===== src/rtl/rob_commit_if.sv =====
// Commit-side bundle between the ROB head, the commit controller and the rename stage.
// The master side is the ROB/rename environment; the slave side is the commit controller.
interface rob_commit_if #(
  parameter int ARCH_W    = 5,
  parameter int PHYS_W    = 6,
  parameter int CNT_WIDTH = 32
);
  localparam int COMMIT_RENAME_WIDTH = 1 + ARCH_W + PHYS_W;

  logic                           rob_head_v_i;
  logic                           rob_head_done_i;
  logic                           rob_head_w_v_i;
  logic [ARCH_W-1:0]              rob_head_alloc_reg_i;
  logic [PHYS_W-1:0]              rob_head_freed_reg_i;
  logic                           rob_head_mispredict_i;
  logic                           commit_en_i;

  logic                           rob_retire_o;
  logic                           commit_v_o;
  logic [COMMIT_RENAME_WIDTH-1:0] commit_rename_o;
  logic                           mispredict_o;
  logic                           flush_o;
  logic [CNT_WIDTH-1:0]           retired_cnt_o;
  logic [CNT_WIDTH-1:0]           mispredict_cnt_o;

  modport master (
    output rob_head_v_i, rob_head_done_i, rob_head_w_v_i, rob_head_alloc_reg_i,
           rob_head_freed_reg_i, rob_head_mispredict_i, commit_en_i,
    input  rob_retire_o, commit_v_o, commit_rename_o, mispredict_o, flush_o,
           retired_cnt_o, mispredict_cnt_o
  );

  modport slave (
    input  rob_head_v_i, rob_head_done_i, rob_head_w_v_i, rob_head_alloc_reg_i,
           rob_head_freed_reg_i, rob_head_mispredict_i, commit_en_i,
    output rob_retire_o, commit_v_o, commit_rename_o, mispredict_o, flush_o,
           retired_cnt_o, mispredict_cnt_o
  );
endinterface


===== src/rtl/rob_commit_ctrl.sv =====
// In-order single-entry commit controller: retires the ROB head, forwards the rename
// commit one cycle later, and holds a fixed-length flush after a mispredicted commit.
module rob_commit_ctrl #(
  parameter int FLUSH_CYCLES = 2,
  parameter int CNT_WIDTH    = 32,
  parameter int NUM_ARCH_REG = 32,
  parameter int NUM_PHYS_REG = 64
) (
  input logic        clk_i,
  input logic        reset_n_i,
  rob_commit_if.slave bus
);
  localparam int ARCH_W = $clog2(NUM_ARCH_REG);
  localparam int PHYS_W = $clog2(NUM_PHYS_REG);
  localparam logic [3:0] FLUSH_LOAD = 4'(FLUSH_CYCLES);

  typedef struct packed {
    logic              w_v;
    logic [ARCH_W-1:0] alloc_reg;
    logic [PHYS_W-1:0] freed_reg;
  } commit_rename_t;

  typedef enum logic {RUN = 1'b0, FLUSH = 1'b1} state_t;

  state_t               state, state_next;
  logic [3:0]           flush_cnt, flush_cnt_next;
  logic                 retire;
  logic                 commit_v;
  logic                 mispredict;
  commit_rename_t       rename;
  logic [CNT_WIDTH-1:0] retired_cnt;
  logic [CNT_WIDTH-1:0] mispredict_cnt;

  assign retire = (state == RUN) & bus.rob_head_v_i & bus.rob_head_done_i & bus.commit_en_i;

  always_ff @(posedge clk_i or negedge reset_n_i) begin
    if (!reset_n_i) begin
      state     <= RUN;
      flush_cnt <= 4'd0;
    end else begin
      state     <= state_next;
      flush_cnt <= flush_cnt_next;
    end
  end

  // The count includes the current flush cycle, so leaving at 1 yields exactly FLUSH_CYCLES.
  always_comb begin
    state_next     = state;
    flush_cnt_next = flush_cnt;
    case (state)
      RUN: begin
        if (retire && bus.rob_head_mispredict_i) begin
          state_next     = FLUSH;
          flush_cnt_next = FLUSH_LOAD;
        end
      end
      FLUSH: begin
        flush_cnt_next = flush_cnt - 4'd1;
        if (flush_cnt <= 4'd1) state_next = RUN;
      end
      default: state_next = RUN;
    endcase
  end

  // Register names hold between commits; only the valid-type bits clear.
  always_ff @(posedge clk_i or negedge reset_n_i) begin
    if (!reset_n_i) begin
      commit_v   <= 1'b0;
      mispredict <= 1'b0;
      rename     <= '0;
    end else begin
      commit_v   <= retire;
      mispredict <= retire & bus.rob_head_mispredict_i;
      rename.w_v <= retire & bus.rob_head_w_v_i;
      if (retire) begin
        rename.alloc_reg <= bus.rob_head_alloc_reg_i;
        rename.freed_reg <= bus.rob_head_freed_reg_i;
      end
    end
  end

  always_ff @(posedge clk_i or negedge reset_n_i) begin
    if (!reset_n_i) begin
      retired_cnt    <= '0;
      mispredict_cnt <= '0;
    end else if (retire) begin
      if (retired_cnt != '1) retired_cnt <= retired_cnt + CNT_WIDTH'(1);
      if (bus.rob_head_mispredict_i && (mispredict_cnt != '1))
        mispredict_cnt <= mispredict_cnt + CNT_WIDTH'(1);
    end
  end

  assign bus.rob_retire_o     = retire;
  assign bus.commit_v_o       = commit_v;
  assign bus.mispredict_o     = mispredict;
  assign bus.commit_rename_o  = rename;
  assign bus.flush_o          = (state == FLUSH);
  assign bus.retired_cnt_o    = retired_cnt;
  assign bus.mispredict_cnt_o = mispredict_cnt;
endmodule


===== src/flat_wrapper.sv =====
// flat-port wrapper written by rule: the top's interface ports become plain ports
module rob_commit_ctrl_flat 
#(
  parameter int FLUSH_CYCLES = 2,
  parameter int CNT_WIDTH    = 32,
  parameter int NUM_ARCH_REG = 32,
  parameter int NUM_PHYS_REG = 64
)
  (clk_i, reset_n_i, bus_rob_head_v_i, bus_rob_head_done_i, bus_rob_head_w_v_i, bus_rob_head_alloc_reg_i, bus_rob_head_freed_reg_i, bus_rob_head_mispredict_i, bus_commit_en_i, bus_rob_retire_o, bus_commit_v_o, bus_commit_rename_o, bus_mispredict_o, bus_flush_o, bus_retired_cnt_o, bus_mispredict_cnt_o);
  rob_commit_if #(.ARCH_W(5), .PHYS_W(6), .CNT_WIDTH(CNT_WIDTH)) bus_i ();
  input logic clk_i;
  input logic reset_n_i;
  input wire logic [$bits(bus_i.rob_head_v_i)-1:0] bus_rob_head_v_i;
  input wire logic [$bits(bus_i.rob_head_done_i)-1:0] bus_rob_head_done_i;
  input wire logic [$bits(bus_i.rob_head_w_v_i)-1:0] bus_rob_head_w_v_i;
  input wire logic [$bits(bus_i.rob_head_alloc_reg_i)-1:0] bus_rob_head_alloc_reg_i;
  input wire logic [$bits(bus_i.rob_head_freed_reg_i)-1:0] bus_rob_head_freed_reg_i;
  input wire logic [$bits(bus_i.rob_head_mispredict_i)-1:0] bus_rob_head_mispredict_i;
  input wire logic [$bits(bus_i.commit_en_i)-1:0] bus_commit_en_i;
  output wire logic [$bits(bus_i.rob_retire_o)-1:0] bus_rob_retire_o;
  output wire logic [$bits(bus_i.commit_v_o)-1:0] bus_commit_v_o;
  output wire logic [$bits(bus_i.commit_rename_o)-1:0] bus_commit_rename_o;
  output wire logic [$bits(bus_i.mispredict_o)-1:0] bus_mispredict_o;
  output wire logic [$bits(bus_i.flush_o)-1:0] bus_flush_o;
  output wire logic [$bits(bus_i.retired_cnt_o)-1:0] bus_retired_cnt_o;
  output wire logic [$bits(bus_i.mispredict_cnt_o)-1:0] bus_mispredict_cnt_o;
  assign bus_i.rob_head_v_i = bus_rob_head_v_i;
  assign bus_i.rob_head_done_i = bus_rob_head_done_i;
  assign bus_i.rob_head_w_v_i = bus_rob_head_w_v_i;
  assign bus_i.rob_head_alloc_reg_i = bus_rob_head_alloc_reg_i;
  assign bus_i.rob_head_freed_reg_i = bus_rob_head_freed_reg_i;
  assign bus_i.rob_head_mispredict_i = bus_rob_head_mispredict_i;
  assign bus_i.commit_en_i = bus_commit_en_i;
  assign bus_rob_retire_o = bus_i.rob_retire_o;
  assign bus_commit_v_o = bus_i.commit_v_o;
  assign bus_commit_rename_o = bus_i.commit_rename_o;
  assign bus_mispredict_o = bus_i.mispredict_o;
  assign bus_flush_o = bus_i.flush_o;
  assign bus_retired_cnt_o = bus_i.retired_cnt_o;
  assign bus_mispredict_cnt_o = bus_i.mispredict_cnt_o;
  rob_commit_ctrl #(.FLUSH_CYCLES(FLUSH_CYCLES), .CNT_WIDTH(CNT_WIDTH), .NUM_ARCH_REG(NUM_ARCH_REG), .NUM_PHYS_REG(NUM_PHYS_REG)) u_core (.clk_i(clk_i), .reset_n_i(reset_n_i), .bus(bus_i));
endmodule

===== config.mk =====
export PLATFORM = sky130hd
export DESIGN_NAME = rob_commit_ctrl_flat
export DESIGN_NICKNAME = d
export VERILOG_FILES = /design/src/rtl/rob_commit_if.sv /design/src/rtl/rob_commit_ctrl.sv /design/src/flat_wrapper.sv
export SDC_FILE = /design/constraint.sdc
export NUM_CORES = 1
export LEC_CHECK = 0
export BUFFER_PORTS_ARGS = -buffer_cell sky130_fd_sc_hd__buf_2
export CORE_ASPECT_RATIO = 0.9
export CORE_MARGIN = 5
export CORE_UTILIZATION = 45
export CTS_CLUSTER_DIAMETER = 50
export DETAILED_ROUTE_END_ITERATION = 10
export HOLD_SLACK_MARGIN = 0.15
export PLACE_DENSITY = 0.72
export REMOVE_ABC_BUFFERS = 1
export SLEW_MARGIN = 20
export SYNTH_ARGS = -nofsm -noshare
export SYNTH_HDL_FRONTEND = slang
export SYNTH_SLANG_ARGS = --single-unit

===== constraint.sdc =====
create_clock -name clk_i -period 1.8 [get_ports clk_i]
set_input_delay 0.18 -clock clk_i [delete_from_list [all_inputs] [get_ports clk_i]]
set_output_delay 0.18 -clock clk_i [all_outputs]
set_load 0.05 [all_outputs]

======== Yosys cells after proc, flatten, opt, wreduce, memory -nomap -nowiden ========
Index checks and enable logic that the tools add are counted.
storage, ports and cells
  register bits after elaboration ......... 83
  word-level logic and storage cells ...... 31
operators by class
  $add $sub $neg .......................... 3
  order comparisons ....................... 1
  equal/unequal tests ..................... 3
  multiplexer cells ....................... 5
  bitwise operators ....................... 6
  reductions and logical operators ........ 4
operator list
  operator                                                                number
  32-bit by 1-bit adder with 32-bit output (second input constant)        2
  32-bit != test (second input constant)                                  2
  4-bit case mux with 2 select lines                                      1
  1-bit AND                                                               5
  4-bit by 1-bit <= comparator with 1-bit output (second input constant)  1
  4-bit 2-to-1 mux                                                        1
  2-bit AND reduction                                                     2
  4-bit by 1-bit subtractor with 4-bit output (second input constant)     1
  1-bit logical AND                                                       2
  1-bit 2-to-1 mux                                                        2
  2-bit != test (second input constant)                                   1
  1-bit case mux with 2 select lines                                      1
  1-bit NOT                                                               1

======== Longest topological paths before layout ========
  word-level depth ........................ 7
  mapped depth ............................ 8

======== Least setup slack after synthesis ========
No wires, ideal clock.
  path type ............................... register to register
  start point ............................. register u_core.retired_cnt[17] (netlist: u_core.bus.retired_cnt_o[17])
  end point ............................... register u_core.retired_cnt[2] (netlist: u_core.bus.retired_cnt_o[2])
  library setup time ...................... 0.146 ns
  arrival ................................. 2.119 ns
  path slack .............................. -0.464 ns
  stages on the path, launching flop included .. 7
  buffers on the path ..................... 1
  clock period less this slack ............ 2.264 ns
  path through ............................ dfrtp_1 and4_4 nand4_4 or4_4 buf_6 and3_4 xor2_1
between the ends
  word-level cells in the longest chain between the ends .. 2
ends and longest elaborated chain
  item                           RTL line               source
  from (decl)                    rob_commit_ctrl.sv:31  logic [CNT_WIDTH-1:0] retired_cnt;
  from (signal assigned)         rob_commit_ctrl.sv:87  if (retired_cnt != '1) retired_cnt <= retired_cnt + CNT_WIDTH'(1);
  32-bit != test                 rob_commit_ctrl.sv:87
  2-bit AND reduction (no line)  n/a
Every way passes these cells.
A chain may end at the register's enable or synchronous reset.

======== Worst setup path after layout ========
  start point ............................. register u_core.retired_cnt[23] (netlist: u_core.bus.retired_cnt_o[23])
  end point ............................... register u_core.retired_cnt[1] (netlist: u_core.bus.retired_cnt_o[1])
The elaborated chain is that of the path after synthesis.

==> results_tabular.tex <==
\begin{tabular}{lr}
\hline
Metric & Value \\
\hline
\multicolumn{2}{l}{\textbf{Status}} \\
\quad Status & finished with violations \\
\quad Failing checks & setup timing \\
\multicolumn{2}{l}{\textbf{Floorplan}} \\
\quad Num ports & 98 \\
\quad Initial standard-cell utilization of the core & 0.458 \\
\quad Total number of placement rows & 32 \\
\quad Floorplan Core Area & 8530 sq um \\
\quad Area of the die & 10600 sq um \\
\quad Height of the die & 98.3 um \\
\quad Die outline width & 108 um \\
\multicolumn{2}{l}{\textbf{Final layout}} \\
\quad \# nets final & 605 \\
\quad Post-synthesis to final-layout area growth & 50.8\% \\
\quad Antenna Diode Count & 0 \\
\quad Area occupied by registers & 2080 sq um \\
\quad Fraction of layout cells with a size suffix above 1 & 0.463 \\
\quad Multi-input combinational cell area & 1980 sq um \\
\quad Number of inserted filler cells in the final layout & 616 \\
\quad Finished Layout Cells & 707 \\
\quad Post-route cell area & 5890 sq um \\
\multicolumn{2}{l}{\textbf{Synthesis}} \\
\quad Main area contributors after synthesis & sky130\_fd\_sc\_hd\_\_dfrtp\_1 53\%, sky130\_fd\_sc\_hd\_\_xnor2\_1 8.1\%, sky130\_fd\_sc\_hd\_\_nand2\_1 5.8\%, sky130\_fd\_sc\_hd\_\_xor2\_1 5.2\%, sky130\_fd\_sc\_hd\_\_nand3\_1 3.7\% \\
\quad Count of cell types in the netlist & 43 \\
\quad Sequential cell area fraction in the yosys report & 0.532 \\
\quad Synthesized cell area & 3900 sq um \\
\quad Average cell area after synthesis & 10.7 sq um \\
\quad FFs w/ async S/R, synth & 1.00 \\
\quad Top-count cell post-synth & sky130\_fd\_sc\_hd\_\_dfrtp\_1 \\
\quad Prevailing post-synth register cell & sky130\_fd\_sc\_hd\_\_dfrtp\_1 \\
\quad Post-synthesis instance total & 366 \\
\quad Top cells by instance count after synthesis & 83 x sky130\_fd\_sc\_hd\_\_dfrtp\_1, 60 x sky130\_fd\_sc\_hd\_\_nand2\_1, 36 x sky130\_fd\_sc\_hd\_\_xnor2\_1 \\
\quad Yosys Warn Count & 0 \\
\quad Fraction of post-synthesis cell area in the top cell type by area & 0.532 \\
\quad Post-synth EDFFs & 0 \\
\quad Flop and latch count out of synthesis & 83 \\
\quad Cell taking the most area after synthesis & sky130\_fd\_sc\_hd\_\_dfrtp\_1 \\
\multicolumn{2}{l}{\textbf{Job}} \\
\quad Max capacitance violation total & 0 \\
\multicolumn{2}{l}{\textbf{Critical path}} \\
\quad Launching element type of the critical path & register \\
\quad Worst Path Max Fanout & 6 \\
\quad Kind of cell adding the most delay to the critical path & simple AND/OR/NAND/NOR gates \\
\quad Crit path arrival time & 2.11 ns \\
\quad Required time at the endpoint of the critical path & 2.05 ns \\
\quad Worst setup slack for register-to-register paths & -0.06 ns \\
\quad Cell with the largest stage delay on the worst path & sky130\_fd\_sc\_hd\_\_o41ai\_4 \\
\quad Worst setup path category & reg -> reg \\
\quad Maximum cell stage delay along the critical path & 0.39 ns \\
\quad Cells along the critical path & nand4\_1 -> or2\_4 -> o41ai\_4 -> buf\_4 -> mux2\_4 \\
\quad CP endpoint kind & register \\
\quad Crit path buffers/inverters & 1 \\
\multicolumn{2}{l}{\textbf{Timing}} \\
\quad Post-route worst setup slack & -0.0567 ns \\
\quad Crit path time final & 1.86 ns \\
\quad Setup repair after global routing missed its margin & true \\
\quad Slew at the pin closest to its max-slew limit & 0.462 ns \\
\quad Final setup violation count & 5 \\
\quad Final Hold Violating Endpoints & 0 \\
\quad Final Cycle Share & 1.03 \\
\quad Max-Slew Margin vs Limit & 0.692 \\
\quad Maximum frequency from static timing analysis & 539 MHz \\
\quad Total count of max-transition violations in the final report & 0 \\
\quad Final Skew & 0.0127 ns \\
\multicolumn{2}{l}{\textbf{GRT}} \\
\quad Maximum number of pins on one net before global-route repair & 51 \\
\quad Vias in the first global route & 3685 \\
\quad Number of antenna violations at the first check in global routing & 0 \\
\quad Overflow after GRT & 0 \\
\quad Met2 track demand over resource in global routing & 0.352 \\
\quad Wire length of the first global-routing pass & 17.5 mm \\
\quad Busiest metal layer after global routing & met2 \\
\quad Overall fraction of global-route tracks in use & 0.205 \\
\quad Fraction of met3 tracks used by global routing & 0.0476 \\
\quad Met1 demand-to-capacity share in global routing & 0.250 \\
\multicolumn{2}{l}{\textbf{Place}} \\
\quad Detailed Place HPWL & 7.57 mm \\
\quad Placer's final routability congestion estimate & 0.863 \\
\quad Place WS & -0.0464 ns \\
\quad Cell area after placement & 5130 sq um \\
\quad Port Buffer Count & 97 \\
\quad Placed cell count & 657 \\
\multicolumn{2}{l}{\textbf{Routing}} \\
\quad Total Routed Length & 10.9 mm \\
\quad Vias & 3575 \\
\quad Initial DRC count & 109 \\
\quad \# DRC & 0 \\
\quad ANT nets after route & 0 \\
\quad Number of iterations in the first detailed-routing pass & 4 \\
\quad Drt wl/cell & 15.4 um \\
\quad DR vias/cell & 5.06 \\
\multicolumn{2}{l}{\textbf{Power}} \\
\quad Power Density & 909 nW/um\^{}2 \\
\quad Overall power after layout & 5350 uW \\
\quad Leakage & 0.00316 uW \\
\quad Highest ir drop seen on vdd & 0.869 mV \\
\multicolumn{2}{l}{\textbf{CTS}} \\
\quad TritonCTS Buffers & 9 \\
\quad Worst-skew pair later-pin latency & 0.37 ns \\
\quad Maximum clock path buffer count & 2 \\
\quad Clock-pin slew of the registers on the worst-case setup and hold paths & 0.09 ns \\
\quad Num Clock Sinks & 83 \\
\quad Root buffer cell & sky130\_fd\_sc\_hd\_\_clkbuf\_8 \\
\quad H-tree levels & 3 \\
\quad Clock tree from TritonCTS & done \\
\multicolumn{2}{l}{\textbf{Worst hold path}} \\
\quad Path type of the worst min-delay path & in -> reg \\
\hline
\end{tabular}
==> power breakdown <==
part | total, uW | switching [uW] | internal [uW]
combinational | 1700 | 1150 | 549
sequential | 2270 | 178 | 2090
clock | 1380 | 701 | 678
==> metal layers <==
layer / wire (um) / part of all wire
met1: 4530 / 0.41
met2: 5600 / 0.51
met3: 548 / 0.050
met4: 244 / 0.022
met5: 0 / 0
==> timing repair <==
action	4_1_cts	5_1_grt
endpoints found under the setup margin	16	47
hold buffers	13	0
pin swaps	5	18
endpoints found under the hold margin	45	0
setup buffers	5	16
resized for setup	14	41
gates cloned	0	0
==> worst register-to-register path, cell delays in order, from the launching register on <==
cell	delay (ns)
sky130_fd_sc_hd__dfrtp_1	0.36
sky130_fd_sc_hd__nand4_1	0.16
sky130_fd_sc_hd__or2_4	0.29
sky130_fd_sc_hd__o41ai_4	0.39
sky130_fd_sc_hd__buf_4	0.24
sky130_fd_sc_hd__mux2_4	0.31
==> registers in the layout, summed over array words and instances (netlist names) <==
name	flops
u_core.bus.mispredict_cnt_o	32
u_core.bus.retired_cnt_o	32
u_core.bus.commit_rename_o	12
u_core.flush_cnt	4
u_core.bus.commit_v_o	1
u_core.bus.flush_o	1
u_core.bus.mispredict_o	1
==> final cells by class <==
| cell class | count | share of cell area |
|---|---|---|
| clock buffer | 10 | 0.0234 |
| clock inverter | 6 | 0.0111 |
| inverter | 10 | 0.00638 |
| multi-input combinational | 265 | 0.336 |
| sequential | 83 | 0.353 |
| tap | 119 | 0.0253 |
| timing repair buffer | 214 | 0.245 |
==> worst paths after layout <==
check                                         startpoint                               to  cells past startpoint
max in group asynchronous                      reset_n_i     u_core.bus.retired_cnt_o[18]                      3
min in group asynchronous                      reset_n_i  u_core.bus.mispredict_cnt_o[28]                      2
max                         u_core.bus.retired_cnt_o[23]      u_core.bus.retired_cnt_o[1]                      5
min reg2reg                u_core.bus.commit_rename_o[5]    u_core.bus.commit_rename_o[5]                      2
max reg2reg                 u_core.bus.retired_cnt_o[23]      u_core.bus.retired_cnt_o[1]                      5
min                            bus_rob_head_mispredict_i               u_core.bus.flush_o                      4
==> cells by family after synthesis <==
logic type,Yosys count,synth area share
AOI/OAI and AO/OA,12,0.0257
and+or+nand+nor,186,0.265
DFF,83,0.532
buffers and inverters,18,0.0205
muxes,4,0.0115
xor gates and xnor gates,59,0.132
adders and majority gates,4,0.0128
==> through the flow <==
stage / utilization / setup TNS [ns] / hold WS [ns]
finish: 0.690 / -0.106 / 0.233
global route: 0.690 / -1.42 / 0.257
CTS: 0.653 / -0.0106 / 0.226
detailed placement: 0.602 / -0.124 / 0.168
global placement: 0.602 / -0.0200 / 0.153
floorplan: - / -33.19 / -0.116
==> cells in the final DEF, fill, tap and decap left out, drive strengths merged, types with 12 or more instances in the layout <==
| cell | n |
|---|---|
| and3 | 24 |
| buf | 201 |
| dfrtp | 83 |
| dlygate4sd3 | 13 |
| nand2 | 60 |
| nand3 | 29 |
| nand4 | 17 |
| nor2 | 15 |
| nor3 | 12 |
| xnor2 | 36 |
| xor2 | 23 |
Power figures use the tool's default switching activity.
